### src/rtl/clk_div_pkg.sv
// clk_div_pkg: shared channel state type and ratio helpers for the divider bank
package clk_div_pkg;

    typedef enum logic [1:0] {
        IDLE     = 2'd0,
        RUN      = 2'd1,
        STOPPING = 2'd2
    } ch_state_e;

    // Ratios below 2 cannot form a high and a low phase, so they are raised to 2
    function automatic logic [31:0] clamp_div(input logic [31:0] v);
        return (v < 32'd2) ? 32'd2 : v;
    endfunction

    // High phase length: ceil(n/2), so odd ratios stay high one extra cycle
    function automatic logic [31:0] high_phase(input logic [31:0] n);
        return n - (n >> 1);
    endfunction

endpackage

### src/rtl/clk_div_channel.sv
// clk_div_channel: one integer clock divider with glitch-free ratio change and stop
module clk_div_channel
    import clk_div_pkg::*;
#(
    parameter int DIV_W       = 8,
    parameter int DEFAULT_DIV = 10
) (
    input  logic             clk,
    input  logic             rst_n,
    input  logic             en,
    input  logic             load,
    input  logic [DIV_W-1:0] div,
    output logic             clk_out,
    output logic             tick,
    output logic             running
);

    localparam logic [DIV_W-1:0] ONE = DIV_W'(1);

    ch_state_e        state, state_nxt;
    logic [DIV_W-1:0] cnt, cnt_nxt;
    logic [DIV_W-1:0] n, n_nxt;
    logic [DIV_W-1:0] pend, pend_nxt;
    logic             pend_v, pend_v_nxt;
    logic             clk_nxt, tick_nxt;
    logic [DIV_W-1:0] ld_val, cnt_inc, commit;
    logic             wrap;

    assign ld_val  = DIV_W'(clamp_div(32'(div)));
    assign cnt_inc = cnt + ONE;
    assign wrap    = (cnt == n - ONE);
    // A load in the wrap cycle itself beats any older pending value
    assign commit  = load ? ld_val : (pend_v ? pend : n);
    assign running = (state != IDLE);

    // Next-state logic: ratio changes and stops only take effect at the wrap
    always_comb begin
        state_nxt  = state;
        cnt_nxt    = cnt;
        n_nxt      = n;
        pend_nxt   = pend;
        pend_v_nxt = pend_v;
        clk_nxt    = 1'b0;
        tick_nxt   = 1'b0;
        case (state)
            IDLE: begin
                n_nxt = load ? ld_val : n;
                if (en) begin
                    state_nxt = RUN;
                    clk_nxt   = 1'b1;
                    tick_nxt  = 1'b1;
                end
            end
            default: begin
                state_nxt = en ? RUN : STOPPING;
                if (wrap) begin
                    cnt_nxt    = '0;
                    n_nxt      = commit;
                    pend_v_nxt = 1'b0;
                    if (state == STOPPING && !en) begin
                        state_nxt = IDLE;
                    end else begin
                        clk_nxt  = 1'b1;
                        tick_nxt = 1'b1;
                    end
                end else begin
                    cnt_nxt = cnt_inc;
                    clk_nxt = (32'(cnt_inc) < high_phase(32'(n)));
                    if (load) begin
                        pend_nxt   = ld_val;
                        pend_v_nxt = 1'b1;
                    end
                end
            end
        endcase
    end

    // State and output registers; reset aborts any period in flight
    always_ff @(posedge clk) begin
        if (!rst_n) begin
            state   <= IDLE;
            cnt     <= '0;
            n       <= DIV_W'(DEFAULT_DIV);
            pend    <= '0;
            pend_v  <= 1'b0;
            clk_out <= 1'b0;
            tick    <= 1'b0;
        end else begin
            state   <= state_nxt;
            cnt     <= cnt_nxt;
            n       <= n_nxt;
            pend    <= pend_nxt;
            pend_v  <= pend_v_nxt;
            clk_out <= clk_nxt;
            tick    <= tick_nxt;
        end
    end

endmodule

### src/rtl/clk_div_bank.sv
// clk_div_bank: NUM_CH independent runtime-programmable clock dividers
module clk_div_bank #(
    parameter int NUM_CH      = 2,
    parameter int DIV_W       = 8,
    parameter int DEFAULT_DIV = 10
) (
    input  logic                    clk,
    input  logic                    rst_n,
    input  logic [NUM_CH-1:0]       ch_en,
    input  logic [NUM_CH*DIV_W-1:0] div_ratio,
    input  logic [NUM_CH-1:0]       load,
    output logic [NUM_CH-1:0]       clk_out,
    output logic [NUM_CH-1:0]       tick,
    output logic [NUM_CH-1:0]       running
);

    for (genvar i = 0; i < NUM_CH; i++) begin : g_ch
        clk_div_channel #(
            .DIV_W      (DIV_W),
            .DEFAULT_DIV(DEFAULT_DIV)
        ) u_ch (
            .clk    (clk),
            .rst_n  (rst_n),
            .en     (ch_en[i]),
            .load   (load[i]),
            .div    (div_ratio[i*DIV_W +: DIV_W]),
            .clk_out(clk_out[i]),
            .tick   (tick[i]),
            .running(running[i])
        );
    end

endmodule

### config.mk
export PLATFORM = sky130hd
export DESIGN_NAME = clk_div_bank
export DESIGN_NICKNAME = d
export VERILOG_FILES = /design/src/rtl/clk_div_pkg.sv /design/src/rtl/clk_div_channel.sv /design/src/rtl/clk_div_bank.sv
export SDC_FILE = /design/constraint.sdc
export NUM_CORES = 1
export LEC_CHECK = 0
export BUFFER_PORTS_ARGS = -buffer_cell sky130_fd_sc_hd__clkbuf_2
export CAP_MARGIN = 10
export CORE_ASPECT_RATIO = 1.2
export CORE_UTILIZATION = 30
export DETAILED_ROUTE_END_ITERATION = 8
export PLACE_DENSITY = 0.53
export SYNTH_ARGS = -nofsm -noshare
export SYNTH_HDL_FRONTEND = slang
export SYNTH_SLANG_ARGS = --single-unit
### constraint.sdc
create_clock -name clk -period 2.7 [get_ports clk]
set_clock_uncertainty 0.05 [all_clocks]
set_input_delay 0.405 -clock clk [delete_from_list [all_inputs] [get_ports clk]]
set_output_delay 0.405 -clock clk [all_outputs]
set_load 0.05 [all_outputs]
Word-level counts from Yosys, hierarchy flattened
Index checks and enable logic that the tools add are counted.
{ "op_classes": {"addsub": 6, "n_lt_le_gt_ge": 4, "eq_ne": 10, "mux": 40, "n_bitwise": 4, "reduce_logical": 18} }
{ "ops": {"columns": ["operator", "count"], "rows": [
  ["$mux 8", 14],
  ["$lt 8x32->1", 2],
  ["$mux 2", 10],
  ["$sub 8x7->9", 2],
  ["$add 8x1->8 const B", 2],
  ["$eq 8x8->1", 2],
  ["$lt 8x2->1 const B", 2],
  ["$mux 1", 16],
  ["$sub 8x1->8 const B", 2],
  ["$reduce_and 3->1", 4],
  ["$reduce_bool 2->1", 6],
  ["$ne 2x2->1 const B", 4],
  ["$ne 3x2->1 const B", 2],
  ["$eq 2x2->1 const B", 2],
  ["$logic_not 2->1", 2],
  ["$not 1->1", 4],
  ["$reduce_and 2->1", 2],
  ["$logic_and 1x1->1", 2],
  ["$logic_not 1->1", 2]
]} }
{ "word_totals": {"reg_bits": 58, "out_inout_bits": 6} }

Longest topological paths before layout
{ "logic_depth": {"word_depth": 5, "depth_mapped": 15, "depth_no_buf": 15} }

By module
A second synthesis with hierarchy kept.
{ "unflattened": {"cells_unflattened": 507, "hier_area_um2": 4302.9} }
{ "modules_own_cells": {"columns": ["mod", "n_inst", "cells_each", "area_each_um2", "seq_area_each_um2"], "rows": [
  ["clk_div_channel at g_ch[1].u_ch", 1, 253, 2157.1, 580.6],
  ["clk_div_channel at g_ch[0].u_ch", 1, 254, 2145.8, 580.6]
]} }

Worst setup path after synthesis
Ideal clock, no wire load.
{ "synth_path": {"path_kind": "flip-flop to flip-flop", "from": "register g_ch[0].u_ch.n[1]", "to": "register g_ch[0].u_ch.clk_out", "arrival_time_ps": 2477, "t_required_ps": 2592, "path_slack_ps": 115, "path_stages_with_launch": 15, "n_path_buf": 0, "synth_period_minus_slack_ps": 2585, "path_cell_list": "dfxtp_1 > inv_1 > ha_1 > o21ba_2 > o21bai_1 > a21oi_1 > nor2_1 > nor2_1 > xnor2_1 > ha_1 > a211o_1 > a21oi_1 > o21ai_0 > o311ai_0 > a31o_2"} }
{ "synth_via": {"elab_chain_len": 4} }
{ "synth_rtl": {"columns": ["element", "line", "rtl"], "rows": [
  ["from (decl)", "clk_div_channel.sv:22", "logic [DIV_W-1:0] n, n_nxt;"],
  ["from (signal assigned)", "clk_div_channel.sv:83", "n <= DIV_W'(DEFAULT_DIV);"],
  ["from (signal assigned)", "clk_div_channel.sv:91", "n <= n_nxt;"],
  ["$sub 8x7->9 / $sub 8x1->8 (equally long branches)", "clk_div_pkg.sv:17, clk_div_channel.sv:31", null],
  ["$lt 8x32->1 / $eq 8x8->1 (equally long branches)", "clk_div_channel.sv:68, clk_div_channel.sv:31", null],
  ["$mux 1 *", "clk_div_channel.sv:56", "if (wrap) begin"],
  ["$mux 1 *", "clk_div_channel.sv:45", "case (state)"],
  ["to (signal assigned)", "clk_div_channel.sv:94", "clk_out <= clk_nxt;"],
  ["to (decl)", "clk_div_channel.sv:13", "output logic clk_out,"]
]} }
Every way passes the cells marked *; elsewhere a longest branch is shown, timed or not.
A chain may end at the register's enable or synchronous reset.

Worst setup path after layout
{ "layout_path": {"from": "register g_ch[0].u_ch.n[0]", "to": "register g_ch[0].u_ch.clk_out"} }
Same word-level chain as after synthesis.

==> Implementation_results.wiki <==
{| class="wikitable"
! Metric !! Value
|-
| Critical path endpoint || g_ch[0].u_ch.clk_out$_SDFF_PN0_
|-
| CTS tree || done
|-
| Worst path buffer plus inverter count || 2
|-
| Max-slew violation total from the final report || 0
|-
| Final worst path period share || 1.00
|-
| Cell leakage power || between 2 and 2.5 nW
|-
| Number of remaining DRC errors || 0
|-
| Startpoint kind of the worst setup timing path || flip-flop
|-
| Min setup slack post-route || -6.04 ps
|-
| Mapped Cells || slightly above 500
|-
| Peak ir drop on the vdd network || between 0.3 and 0.4 mV
|-
| Top-Level Pins || 28
|-
| Leading post-synthesis cells by instance count || sky130_fd_sc_hd__dfxtp_1 (58), sky130_fd_sc_hd__nand2_1 (54), sky130_fd_sc_hd__ha_1 (48)
|-
| Proportion of register bits with asynchronous set or reset after synthesis || 0
|-
| Deepest level of the CTS H-tree || 3
|-
| Min-delay worst type || primary input to flip-flop
|-
| Core Footprint || 13800 µm²
|-
| Critical path arrival || 2880 ps
|-
| Overflow left after global routing || 0
|-
| Number of buffer cells added on primary ports || 27
|-
| Slew @ Worst Pin || around 640 ps
|-
| Ys flop type || sky130_fd_sc_hd__dfxtp_1
|-
| Initial Util || 0.308
|-
| Iteration-0 DRC Markers || 100
|-
| Sink count of the clock tree || slightly below 60
|-
| Count of hold-fix buffers inserted at cts || 0
|-
| Total number of cells along the worst setup path || 15
|-
| Number of cells on the worst reg-to-reg path || 15
|-
| Crit Reg-Reg Endpoint || g_ch[0].u_ch.clk_out$_SDFF_PN0_
|-
| Syn Std Cell Area || approximately 4300 µm²
|-
| Share of the core filled with cells || 0.377
|-
| Design Power || around 3.0 mW
|-
| Netlist cell types || between 50 and 60
|-
| Critical path fanouts, max || 2
|-
| Number of antenna diodes || 0
|-
| Maximum number of pins on one net before global-route repair || 33
|-
| Num rows || 47
|-
| Share of final-layout standard cells stronger than drive strength 1 || 0.219
|-
| Clk slew on worst S/H paths || 50 ps
|-
| Die X || 111 µm
|-
| Number of endpoints failing setup at the final stage || 1
|-
| Source of the critical timing path || g_ch[0].u_ch.n[0]$_SDFFE_PN0P_
|-
| Worst slack on hold paths || roughly 210 ps
|-
| Maximum clock insertion buffer count || 2
|-
| Fmax || 0.370 GHz
|-
| Placed standard-cell area || about 4700 µm²
|-
| Post-synthesis sequential element count || between 50 and 60
|-
| Average instance area after synthesis || approximately 8.5 µm²
|-
| Register cell area after layout || ~1200 µm²
|-
| Layout net count || between 600 and 700
|-
| Routed length per placed instance || roughly 14 µm
|-
| Vias per cell || 4.93
|-
| Unrepaired setup endpoints after global routing || yes
|-
| Largest stage delay, worst path || about 330 ps
|-
| Violations in the final reports || negative setup slack
|-
| Layout filler cell count || ~1.4k
|-
| Layout area overhead || 22.5%
|-
| Worst rel slew slack || 0.571
|-
| DRT Wirelength || around 10000 µm
|-
| Final critical path time including I/O delays and setup || ~2700 ps
|-
| Max-cap violations || 0
|-
| Wire length of the first global-routing pass || 17300 µm
|-
| EDFF count, synth || 0
|-
| Most frequent cell after synthesis || sky130_fd_sc_hd__dfxtp_1
|-
| Area enclosed by the die boundary || 14700 µm²
|-
| Routed Antenna Nets || 0
|-
| RR Startpoint || g_ch[0].u_ch.n[0]$_SDFFE_PN0P_
|-
| Final number of hold-violating endpoints || 0
|-
| Area occupied by multi-input gates || between 2000 and 3000 µm²
|-
| Placed wire-length estimate || ~8000 µm
|-
| Critical Path Sink Type || flip-flop
|-
| Fraction of post-synthesis cell area in the top cell type by area || 0.273
|-
| Power density of the placed cells || approximately 570 nW/µm²
|-
| CTS Root Buffer Type || sky130_fd_sc_hd__clkbuf_16
|-
| Worst Setup Path Type || flip-flop to flip-flop
|-
| Register area share after synthesis || 0.273
|-
| Yosys warning total || 0
|-
| Synth Net Count || around 580
|-
| Die Y-Extent || 132 µm
|-
| Gpl congestion || roughly 0.8
|-
| Final Cell Area || 5210 µm²
|-
| Vias in the first global route || 3659
|-
| Cell accounting for the most synthesized area || sky130_fd_sc_hd__dfxtp_1
|-
| Initial antenna violation count || 0
|-
| Critical-path cell with the highest stage delay || sky130_fd_sc_hd__fa_2
|-
| Clock buffer count from CTS || 9
|-
| FF-to-FF setup slack || -6 ps
|-
| Total routing usage reported by global routing || 0.144
|-
| Required @ worst endpoint || roughly 2900 ps
|-
| Cell breakdown of the critical path || inv_2 > ha_2 > inv_1 > fa_2 > nor2b_1 > o21a_1 > o21bai_1 > a21oi_2 > nor2_2 > xnor2_2 > ha_2 > o21ai_0 > nand2b_1 > o311ai_2 > a31o_2
|-
| Via count || ~3.6k
|-
| Dominant cells by area after synthesis || sky130_fd_sc_hd__dfxtp_1 (27%), sky130_fd_sc_hd__ha_1 (14%), sky130_fd_sc_hd__mux2i_1 (7.5%), sky130_fd_sc_hd__xnor2_1 (7.2%), sky130_fd_sc_hd__nand2_1 (4.8%)
|-
| Family of cells with the greatest summed delay on the critical path || compound AO/OA/AOI/OAI gates
|-
| Most frequent cell on the critical path || sky130_fd_sc_hd__ha_2
|-
| 1st-pass router iterations || 4
|-
| Run status || finished, violations left
|-
| Insertion delay to the later sink of the worst-skew pair || ~330 ps
|}
[cell usage in the layout, fill, tap and decap left out, drive strengths merged, types with 15 or more instances in the layout]
cell / instances
clkbuf: 39
mux2i: 32
buf: 38
xor2: 15
nand2: 55
o21ai: 37
inv: 31
xnor2: 35
ha: 48
nor2: 22
nand3: 25
dfxtp: 58
and3: 18
[logic make-up after synthesis]
| kind of cell | Yosys count | share of synthesized area |
|---|---|---|
| muxes | 32 | 0.0753 |
| and+or+nand+nor | 159 | 0.188 |
| adders and majority gates | 50 | 0.151 |
| xor gates and xnor gates | 50 | 0.103 |
| AOI/OAI and AO/OA | 97 | 0.153 |
| buffers and inverters | 57 | 0.0576 |
| DFF | 58 | 0.273 |
[cell type report]
class	instances	area share
Multi-Input combinational cell	388	0.572
Inverter	31	0.0223
Tap cell	171	0.0410
Clock inverter	3	0.00768
Timing Repair Buffer	65	0.0855
Clock buffer	12	0.0473
Sequential cell	58	0.224
[per-layer routing]
layer,wire length (µm),global-route usage,part of all wire,vias up
met3,210,0.0270,0.021,13
met2,5440,0.275,0.54,36
met4,151,0.0415,0.015,0
met1,4330,0.161,0.43,1698
met5,0,0,0,-
li1,-,-,-,1839
[flip-flops by register name, summed over array words and instances, names as in the netlist]
signal	flops
g_ch.u_ch.tick	2
g_ch.u_ch.state	4
g_ch.u_ch.pend	16
g_ch.u_ch.pend_v	2
g_ch.u_ch.cnt	16
g_ch.u_ch.clk_out	2
g_ch.u_ch.n	16
[worst min-delay path by stage]
stage	startpoint	endpoint	slack (ps)	depth (start not counted)
global placement	g_ch[1].u_ch.pend[4]$_SDFFE_PN0P_	g_ch[1].u_ch.pend[4]$_SDFFE_PN0P_	390	2
global route	ch_en[0]	g_ch[0].u_ch.state[1]$_SDFFE_PN0P_	220	2
detailed placement	g_ch[0].u_ch.pend[5]$_SDFFE_PN0P_	g_ch[0].u_ch.pend[5]$_SDFFE_PN0P_	400	2
floorplan	g_ch[0].u_ch.pend[2]$_SDFFE_PN0P_	g_ch[0].u_ch.pend[2]$_SDFFE_PN0P_	390	2
finish	ch_en[0]	g_ch[0].u_ch.state[1]$_SDFFE_PN0P_	210	2
CTS	ch_en[0]	g_ch[0].u_ch.state[1]$_SDFFE_PN0P_	200	2
[worst register-to-register path, stage by stage, from the launching register on]
cell and delay, ps:
sky130_fd_sc_hd__dfxtp_2 320, sky130_fd_sc_hd__inv_2 50, sky130_fd_sc_hd__ha_2 160, sky130_fd_sc_hd__inv_1 50, sky130_fd_sc_hd__fa_2 330, sky130_fd_sc_hd__nor2b_1 140
sky130_fd_sc_hd__o21a_1 180, sky130_fd_sc_hd__o21bai_1 180, sky130_fd_sc_hd__a21oi_2 100, sky130_fd_sc_hd__nor2_2 120, sky130_fd_sc_hd__xnor2_2 80, sky130_fd_sc_hd__ha_2 310
sky130_fd_sc_hd__o21ai_0 60, sky130_fd_sc_hd__nand2b_1 110, sky130_fd_sc_hd__o311ai_2 110, sky130_fd_sc_hd__a31o_2 260
[report_power, final]
part / internal, mW / switching [mW] / leakage [nW] / total, mW
sequential: 0.906 / 0.0393 / 0.476 / 0.946
clock: 0.730 / 0.386 / 0.142 / 1.12
combinational: 0.420 / 0.468 / 1.86 / 0.888
total: 2.06 / 0.894 / 2.48 / 2.95
[metrics by stage]
stage / worst slack, ps / setup TNS (ps) / std cells
after global routing: -138 / -262 / 728
after global placement: -69.9 / -69.9 / 705
after CTS: -13.2 / -13.2 / 723
final: -6.04 / -6.04 / 728
after detailed placement: -97.1 / -97.1 / 705
after floorplan: 115 / 0 / 503
[repair_timing]
| item | CTS | global route |
|---|---|---|
| pin swaps | 11 | 22 |
| gates resized for setup | 13 | 31 |
| buffers inserted | 3 | 5 |
| setup endpoints to repair | 3 | 16 |
No activity file was read; power rests on OpenSTA's default activity.
